--- config.mk ---
export PLATFORM = sky130hd
export DESIGN_NAME = alu_flags_pipe
export DESIGN_NICKNAME = d
export VERILOG_FILES = /design/src/rtl/alu_pkg.sv /design/src/rtl/alu_flag_gen.sv /design/src/rtl/alu_flags_pipe.sv
export SDC_FILE = /design/constraint.sdc
export NUM_CORES = 1
export LEC_CHECK = 0
export ABC_AREA = 1
export CAP_MARGIN = 30
export CORE_MARGIN = 8
export CORE_UTILIZATION = 40
export DETAILED_ROUTE_END_ITERATION = 6
export PLACE_DENSITY = 0.69
export SETUP_SLACK_MARGIN = 0.5
export SYNTH_ARGS = -nofsm -noshare
export SYNTH_HDL_FRONTEND = slang
export SYNTH_HIERARCHICAL = 1
export SYNTH_SLANG_ARGS = --single-unit
--- constraint.sdc ---
create_clock -name clk -period 3.7 [get_ports clk]
set_input_delay 0.74 -clock clk [delete_from_list [all_inputs] [get_ports clk]]
set_output_delay 0.74 -clock clk [all_outputs]
set_load 0.03 [all_outputs]
--- src/rtl/alu_pkg.sv ---
// Shared definitions for the pipelined flag-producing ALU:
// opcode encoding and the bit positions inside the 5-bit flag vector.
`timescale 1ns/1ps
package alu_pkg;

    typedef enum logic [2:0] {
        OP_ADD = 3'd0,
        OP_SUB = 3'd1,
        OP_AND = 3'd2,
        OP_OR  = 3'd3,
        OP_XOR = 3'd4,
        OP_SRA = 3'd5,
        OP_SLL = 3'd6,
        OP_CMP = 3'd7
    } alu_op_e;

    localparam int FLAG_V = 4;
    localparam int FLAG_C = 3;
    localparam int FLAG_N = 2;
    localparam int FLAG_Z = 1;
    localparam int FLAG_P = 0;
    localparam int FLAG_W = 5;

endpackage

--- src/rtl/alu_flag_gen.sv ---
// Combinational flag packer: takes the final (possibly clamped) result plus
// the V and C bits from the arithmetic stage and returns {V, C, N, Z, P}.
`timescale 1ns/1ps
module alu_flag_gen
    import alu_pkg::*;
#(
    parameter int N = 16
) (
    input  logic [N-1:0]      result_i,
    input  logic              v_i,
    input  logic              c_i,
    output logic [FLAG_W-1:0] flags_o
);

    // N, Z and P describe the delivered result; V and C pass straight through
    always_comb begin
        flags_o         = '0;
        flags_o[FLAG_V] = v_i;
        flags_o[FLAG_C] = c_i;
        flags_o[FLAG_N] = result_i[N-1];
        flags_o[FLAG_Z] = (result_i == '0);
        flags_o[FLAG_P] = ~^result_i;
    end

endmodule

--- src/rtl/alu_flags_pipe.sv ---
// Two-stage pipelined signed ALU with {V,C,N,Z,P} flags, valid/ready flow
// control, pass-through tag and a sticky overflow bit.
// Stage 1 registers the command; stage 2 computes result and flags and
// registers them onto the outputs. Both stages freeze while the output is
// valid but not accepted.
// Optional feature: define ALU_SAT_EN to clamp ADD/SUB overflow results to
// the signed range (CMP is never clamped).
`timescale 1ns/1ps
module alu_flags_pipe
    import alu_pkg::*;
#(
    parameter int N     = 16,
    parameter int TAG_W = 4
) (
    input  logic              clk,
    input  logic              rst_n,
    input  logic              in_valid,
    output logic              in_ready,
    input  logic [2:0]        in_op,
    input  logic [N-1:0]      in_a,
    input  logic [N-1:0]      in_b,
    input  logic [TAG_W-1:0]  in_tag,
    output logic              out_valid,
    input  logic              out_ready,
    output logic [N-1:0]      out_result,
    output logic [FLAG_W-1:0] out_flags,
    output logic [TAG_W-1:0]  out_tag,
    output logic              sticky_v,
    input  logic              clr_sticky
);

    localparam int SH_W = $clog2(N);

    logic stall;

    // stage 1 (command) registers
    logic             s1_valid_q, s1_valid_d;
    alu_op_e          s1_op_q,    s1_op_d;
    logic [N-1:0]     s1_a_q,     s1_a_d;
    logic [N-1:0]     s1_b_q,     s1_b_d;
    logic [TAG_W-1:0] s1_tag_q,   s1_tag_d;

    // stage 2 (output) registers
    logic              out_valid_q,  out_valid_d;
    logic [N-1:0]      out_result_q, out_result_d;
    logic [FLAG_W-1:0] out_flags_q,  out_flags_d;
    logic [TAG_W-1:0]  out_tag_q,    out_tag_d;
    logic              s2_vhit_q,    s2_vhit_d;
    logic              sticky_q,     sticky_d;

    // stage 2 datapath
    logic [SH_W-1:0]   sh_amt;
    logic [N:0]        add_wide;
    logic [N:0]        sub_wide;
    logic signed [N:0] sra_wide;
    logic [N:0]        sll_wide;
    logic [N-1:0]      res_raw;
    logic [N-1:0]      res_final;
    logic              v_bit;
    logic              c_bit;
    logic              is_addsub;
    logic [FLAG_W-1:0] flags_calc;

    assign stall    = out_valid_q & ~out_ready;
    assign in_ready = ~stall;

    assign out_valid  = out_valid_q;
    assign out_result = out_result_q;
    assign out_flags  = out_flags_q;
    assign out_tag    = out_tag_q;
    assign sticky_v   = sticky_q;

    // Stage 1 next state: take a new command (or a bubble) unless stalled
    always_comb begin
        s1_valid_d = s1_valid_q;
        s1_op_d    = s1_op_q;
        s1_a_d     = s1_a_q;
        s1_b_d     = s1_b_q;
        s1_tag_d   = s1_tag_q;
        if (!stall) begin
            s1_valid_d = in_valid;
            s1_op_d    = alu_op_e'(in_op);
            s1_a_d     = in_a;
            s1_b_d     = in_b;
            s1_tag_d   = in_tag;
        end
    end

    // Stage 1 registers
    always_ff @(posedge clk or negedge rst_n) begin
        if (!rst_n) begin
            s1_valid_q <= 1'b0;
            s1_op_q    <= OP_ADD;
            s1_a_q     <= '0;
            s1_b_q     <= '0;
            s1_tag_q   <= '0;
        end else begin
            s1_valid_q <= s1_valid_d;
            s1_op_q    <= s1_op_d;
            s1_a_q     <= s1_a_d;
            s1_b_q     <= s1_b_d;
            s1_tag_q   <= s1_tag_d;
        end
    end

    // All arithmetic runs one bit wider so carry/borrow and the last
    // shifted-out bit fall out of the top/bottom bit of the wide value
    assign sh_amt   = s1_b_q[SH_W-1:0];
    assign add_wide = {1'b0, s1_a_q} + {1'b0, s1_b_q};
    assign sub_wide = {1'b0, s1_a_q} + {1'b0, ~s1_b_q} + {{N{1'b0}}, 1'b1};
    assign sra_wide = $signed({s1_a_q, 1'b0}) >>> sh_amt;
    assign sll_wide = {1'b0, s1_a_q} << sh_amt;

    // Stage 2 result, overflow and carry/borrow selection per opcode
    always_comb begin
        res_raw   = '0;
        v_bit     = 1'b0;
        c_bit     = 1'b0;
        is_addsub = 1'b0;
        case (s1_op_q)
            OP_ADD: begin
                res_raw   = add_wide[N-1:0];
                v_bit     = (s1_a_q[N-1] == s1_b_q[N-1]) && (add_wide[N-1] != s1_a_q[N-1]);
                c_bit     = add_wide[N];
                is_addsub = 1'b1;
            end
            OP_SUB, OP_CMP: begin
                res_raw   = sub_wide[N-1:0];
                v_bit     = (s1_a_q[N-1] != s1_b_q[N-1]) && (sub_wide[N-1] != s1_a_q[N-1]);
                // no carry out of A + ~B + 1 means A < B unsigned
                c_bit     = ~sub_wide[N];
                is_addsub = (s1_op_q == OP_SUB);
            end
            OP_AND: res_raw = s1_a_q & s1_b_q;
            OP_OR:  res_raw = s1_a_q | s1_b_q;
            OP_XOR: res_raw = s1_a_q ^ s1_b_q;
            OP_SRA: begin
                res_raw = sra_wide[N:1];
                c_bit   = sra_wide[0];
            end
            OP_SLL: begin
                res_raw = sll_wide[N-1:0];
                c_bit   = sll_wide[N];
            end
            default: res_raw = '0;
        endcase
    end

    // Optional clamp of ADD/SUB overflow; A's sign tells the overflow direction
    always_comb begin
`ifdef ALU_SAT_EN
        if (is_addsub && v_bit)
            res_final = s1_a_q[N-1] ? {1'b1, {(N-1){1'b0}}} : {1'b0, {(N-1){1'b1}}};
        else
            res_final = res_raw;
`else
        res_final = res_raw;
`endif
    end

    alu_flag_gen #(.N(N)) u_flag_gen (
        .result_i (res_final),
        .v_i      (v_bit),
        .c_i      (c_bit),
        .flags_o  (flags_calc)
    );

    // Stage 2 next state: advance stage 1 into the outputs unless stalled
    always_comb begin
        out_valid_d  = out_valid_q;
        out_result_d = out_result_q;
        out_flags_d  = out_flags_q;
        out_tag_d    = out_tag_q;
        s2_vhit_d    = s2_vhit_q;
        if (!stall) begin
            out_valid_d  = s1_valid_q;
            out_result_d = res_final;
            out_flags_d  = flags_calc;
            out_tag_d    = s1_tag_q;
            s2_vhit_d    = is_addsub & v_bit;
        end
    end

    // Sticky overflow: a handed-off ADD/SUB overflow beats a same-cycle clear
    always_comb begin
        sticky_d = (out_valid_q & out_ready & s2_vhit_q) | (sticky_q & ~clr_sticky);
    end

    // Stage 2 and sticky registers
    always_ff @(posedge clk or negedge rst_n) begin
        if (!rst_n) begin
            out_valid_q  <= 1'b0;
            out_result_q <= '0;
            out_flags_q  <= '0;
            out_tag_q    <= '0;
            s2_vhit_q    <= 1'b0;
            sticky_q     <= 1'b0;
        end else begin
            out_valid_q  <= out_valid_d;
            out_result_q <= out_result_d;
            out_flags_q  <= out_flags_d;
            out_tag_q    <= out_tag_d;
            s2_vhit_q    <= s2_vhit_d;
            sticky_q     <= sticky_d;
        end
    end

endmodule

==> flow_summary_export.csv <==
group,metric,value,unit
timing,tns,0,ps
clocking,clk_pin_slew,60,ps
place,placed_area,7884,um2
timing,skew,7.592,ps
synth,yosys_register_bits,68,
timing,worst_slack,679.1,ps
finish,drive_above_1_share,11.51,%
synth,synthAdderAreaFrac,10.99,%
routing,drt_iter0_markers,927,
timing,tightest_slew,903.7,ps
timing,period_share,81.65,%
floorplan,core_area,17180,um2
clocking,htreeDepth,3,
clocking,cts_inserted_buffers,9,
setup_path,cp_max_fo,7,
finish,multi_input_area,4793,um2
grt,grt_pass1_wl,41.06,mm
timing,slew_viol_final,0,
timing,finalHoldViolations,0,
grt,antenna_found_initial,0,
pwr,seqPwrFrac,20.3,%
setup_path,worstSetupPathType,"register to register",
clocking,clockBufferDepth,2,
floorplan,die_y,148.0,um
clocking,cts-root-buf,"clkbuf_16",
synth,synth_top_family_by_area,"simple AND/OR/NAND/NOR gates",
pwr,power.leakage,4.441,nW
routing,via_per_inst,5.487,
routing,detail_route.wl_per_cell,18.13,um
routing,dr.pass1.iters,6,
synth,synth_seq_area_share,24.42,%
setup_path,r2r_end,"out_flags[0]",
run_status,status,"finished, final reports clean",
timing,rsz0062_at_grt,"false",
setup_path,r2r-start,"s1_b_q[0]",
clocking,clk_latency,350,ps
clocking,cts_tree,"built",
place,post-place-ws,373.5,ps
pwr,p_comb_share,58.7,%
synth,synthSimpleGateAreaFrac,41.89,%
pwr,p_clk_share,20.9,%
floorplan,ios,72,
finish,fin_nets,1334,
pwr,power.density,596.5,nW/um2
grt,grt-ovfl-total,0,
floorplan,start_util,40.57,%
finish,final_util,50.22,%
synth,synth_compound_area_share,11.38,%
min_path,min_path_type,"input port to async pin",
finish,syn_to_final_growth,23.77,%
setup_path,ff2ff_path_depth,22,
clocking,hold_buffers,0,
place,port_buffers,71,
synth,postSynth.asyncResetShare,100.0,%
synth,synth_flop_cell,"dfrtp_1",
routing,drtAntennaViolNets,0,
synth,netlist_area,6969,um2
finish,num_antenna_cells,0,
synth,synth_nets,1271,
clocking,cts.sinks,68,
timing,clock.fmax,0.3310,GHz
grt,grt_pass1_vias,7588,
synth,synth_edf_count,0,
pwr,peakVddDrop,0.2326,mV
synth,synthXorXnorAreaFrac,0.5027,%
finish,nFillCells,1857,
setup_path,arrival,3300,ps
routing,routed_wl,26.46,mm
synth,synthCells,1167,
pwr,internal-power,2.694,mW
synth,yosysWarnings,6,
timing,setup_viol,0,
grt,grt_max_degree,103,
synth,synth_cell_types,38,
setup_path,endpoint,"out_flags[0]",
setup_path,startpoint_type,"register",
finish,fin_area,8626,um2
timing,slew_headroom,39.75,%
synth,muxShareOfSynthArea,0,%
setup_path,r2r_slack,680,ps
run,maxCapViolations,0,
floorplan,dieArea,21900,um2
setup_path,endpoint_kind,"register",
routing,route.detailed.drc,0,
pwr,p_sw_share,47.63,%
finish,seq_area,1723,um2
setup_path,crit_start,"s1_b_q[0]",
pwr,p_sw,2.451,mW
floorplan,die_w,148.0,um
pwr,power,5.145,mW
synth,avgSynthCellArea,5.972,um2
routing,vias,8006,
place,hpwl,20.74,mm
place,place_congestion,1.051,
setup_path,critPathRequiredTime,3980,ps
floorplan,num_rows,48,
timing,layout_min_cycle_time,3021,ps
grt,grt_use_total,23.90,%
==> worst max-delay path, stage by stage (launching register included) <==
cell	delay, ps
dfrtp_2	480
buf_4	160
ha_1	150
inv_2	70
fa_2	370
nand3_1	110
nand3_2	150
nand2_1	130
nand3_1	110
nand2_1	80
nand3_1	80
nand3_2	100
inv_1	50
ha_1	320
inv_1	80
nand2_1	50
nand2_1	90
nand2_1	70
nand2_2	60
nand2_1	40
nand2_1	60
nand2_1	50
nand2_1	100
==> layout make-up <==
cell class              instances  share of cell area (%)
clock buffers                   9                   2.611
multi-input cells             909                   55.57
repair buffers                 99                   10.75
well taps                     225                   3.264
inverters                     143                   6.252
flip-flops and latches         68                   19.97
clock inverters                 6                   1.581
==> Yosys cell counts (5+ instances only) <==
cell | number | area [um2]
o21ai_1 | 6 | 30.03
nand4_1 | 14 | 87.58
clkbuf_1 | 20 | 75.07
buf_4 | 5 | 37.54
o21ai_0 | 75 | 375.4
nor2_1 | 77 | 289.0
buf_2 | 16 | 80.08
a21oi_1 | 43 | 215.2
nor3_1 | 7 | 35.03
inv_1 | 134 | 503.0
o22ai_1 | 5 | 31.28
dfrtp_1 | 68 | 1702
and2_1 | 7 | 43.79
inv_2 | 9 | 33.78
nand3_1 | 157 | 785.8
nand2_1 | 424 | 1592
o211ai_1 | 7 | 52.55
ha_1 | 58 | 725.7
==> metrics by stage <==
| step | instances | hold slack [ps] |
|---|---|---|
| 5_1_grt | 1459 | 339.2 |
| 2_1_floorplan | 1167 | 419.8 |
| 6_report | 1459 | 323.3 |
| 3_5_place_dp | 1435 | 459.2 |
| 3_3_place_gp | 1435 | 424.4 |
| 4_1_cts | 1450 | 320.9 |
==> timing repair <==
item / CTS / global route
setup buffers: 0 / 9
endpoints found under the setup margin: 1 / 1
gates resized for setup: 7 / 90
pin swaps: 1 / 8
==> worst min path at each step <==
stage | end | slack (ps) | cells past startpoint
2_1_floorplan | out_valid | 420 | 2
3_3_place_gp | out_valid | 420 | 2
3_5_place_dp | out_valid | 460 | 2
4_1_cts | out_result[4] | 320 | 1
5_1_grt | s1_tag_q[3] | 340 | 1
6_report | s1_tag_q[3] | 320 | 1
==> placed cells by master, fill, tap and decap left out, types with 2 or more instances in the layout <==
| cell | Yosys | final |
|---|---|---|
| ha_2 | 0 | 6 |
| clkdlybuf4s50_1 | 0 | 70 |
| clkbuf_16 | 0 | 9 |
| and2_1 | 7 | 6 |
| xor2_1 | 3 | 2 |
| a21oi_2 | 1 | 5 |
| nor2_1 | 77 | 68 |
| nand3b_1 | 2 | 2 |
| nand2_1 | 424 | 416 |
| nor2_4 | 1 | 3 |
| ha_1 | 58 | 42 |
| o21ai_0 | 75 | 72 |
| o22ai_1 | 5 | 5 |
| o21ai_1 | 6 | 9 |
| ha_4 | 0 | 10 |
| nand4_1 | 14 | 14 |
| nand3_1 | 157 | 149 |
| nand2_2 | 1 | 9 |
| dfrtp_1 | 68 | 51 |
| nor3_1 | 7 | 7 |
| bufinv_16 | 0 | 4 |
| a21boi_1 | 3 | 3 |
| inv_1 | 134 | 123 |
| nand3_2 | 1 | 9 |
| buf_4 | 5 | 26 |
| or2_2 | 4 | 4 |
| o21bai_1 | 2 | 2 |
| a21oi_1 | 43 | 38 |
| dfrtp_2 | 0 | 17 |
| o211ai_1 | 7 | 7 |
| inv_2 | 9 | 19 |
| fa_2 | 0 | 2 |
| nor2_2 | 2 | 9 |
==> metal layers <==
metal / track usage [%] / wire length, um / vias to the layer above
li1: - / - / 3858
met1: 31.02 / 11360 / 3721
met2: 38.01 / 11920 / 345
met3: 3.883 / 2094 / 82
met4: 11.37 / 1080 / 0
met5: 0 / 0 / -
==> logic make-up (layout without fill, tap and decap cells) <==
| kind of cell | Yosys count | count (layout) |
|---|---|---|
| buf+inv | 190 | 257 |
| xor+xnor | 4 | 4 |
| compound gates | 147 | 147 |
| fa+ha+maj | 60 | 60 |
| simple gates | 698 | 698 |
| flops | 68 | 68 |
==> flip-flops by register name (all words and copies together), names as in the netlist, 3 cells and up <==
signal,count
s1_tag_q,4
out_flags,5
s1_a_q,16
s1_b_q,16
out_result,16
s1_op_q,3
out_tag,4
==> power groups by stage <==
stage | logic (mW) | registers [mW] | clock network (mW)
finish | 3.02 | 1.05 | 1.08
global route | 3.34 | 1.06 | 1.13
CTS | 2.78 | 1.04 | 1.10
detailed placement | 2.76 | 1.05 | 0
global placement | 2.77 | 1.05 | 0
floorplan | 1.71 | 1.21 | 0
Note: power is estimated with default switching activity, not from simulation.
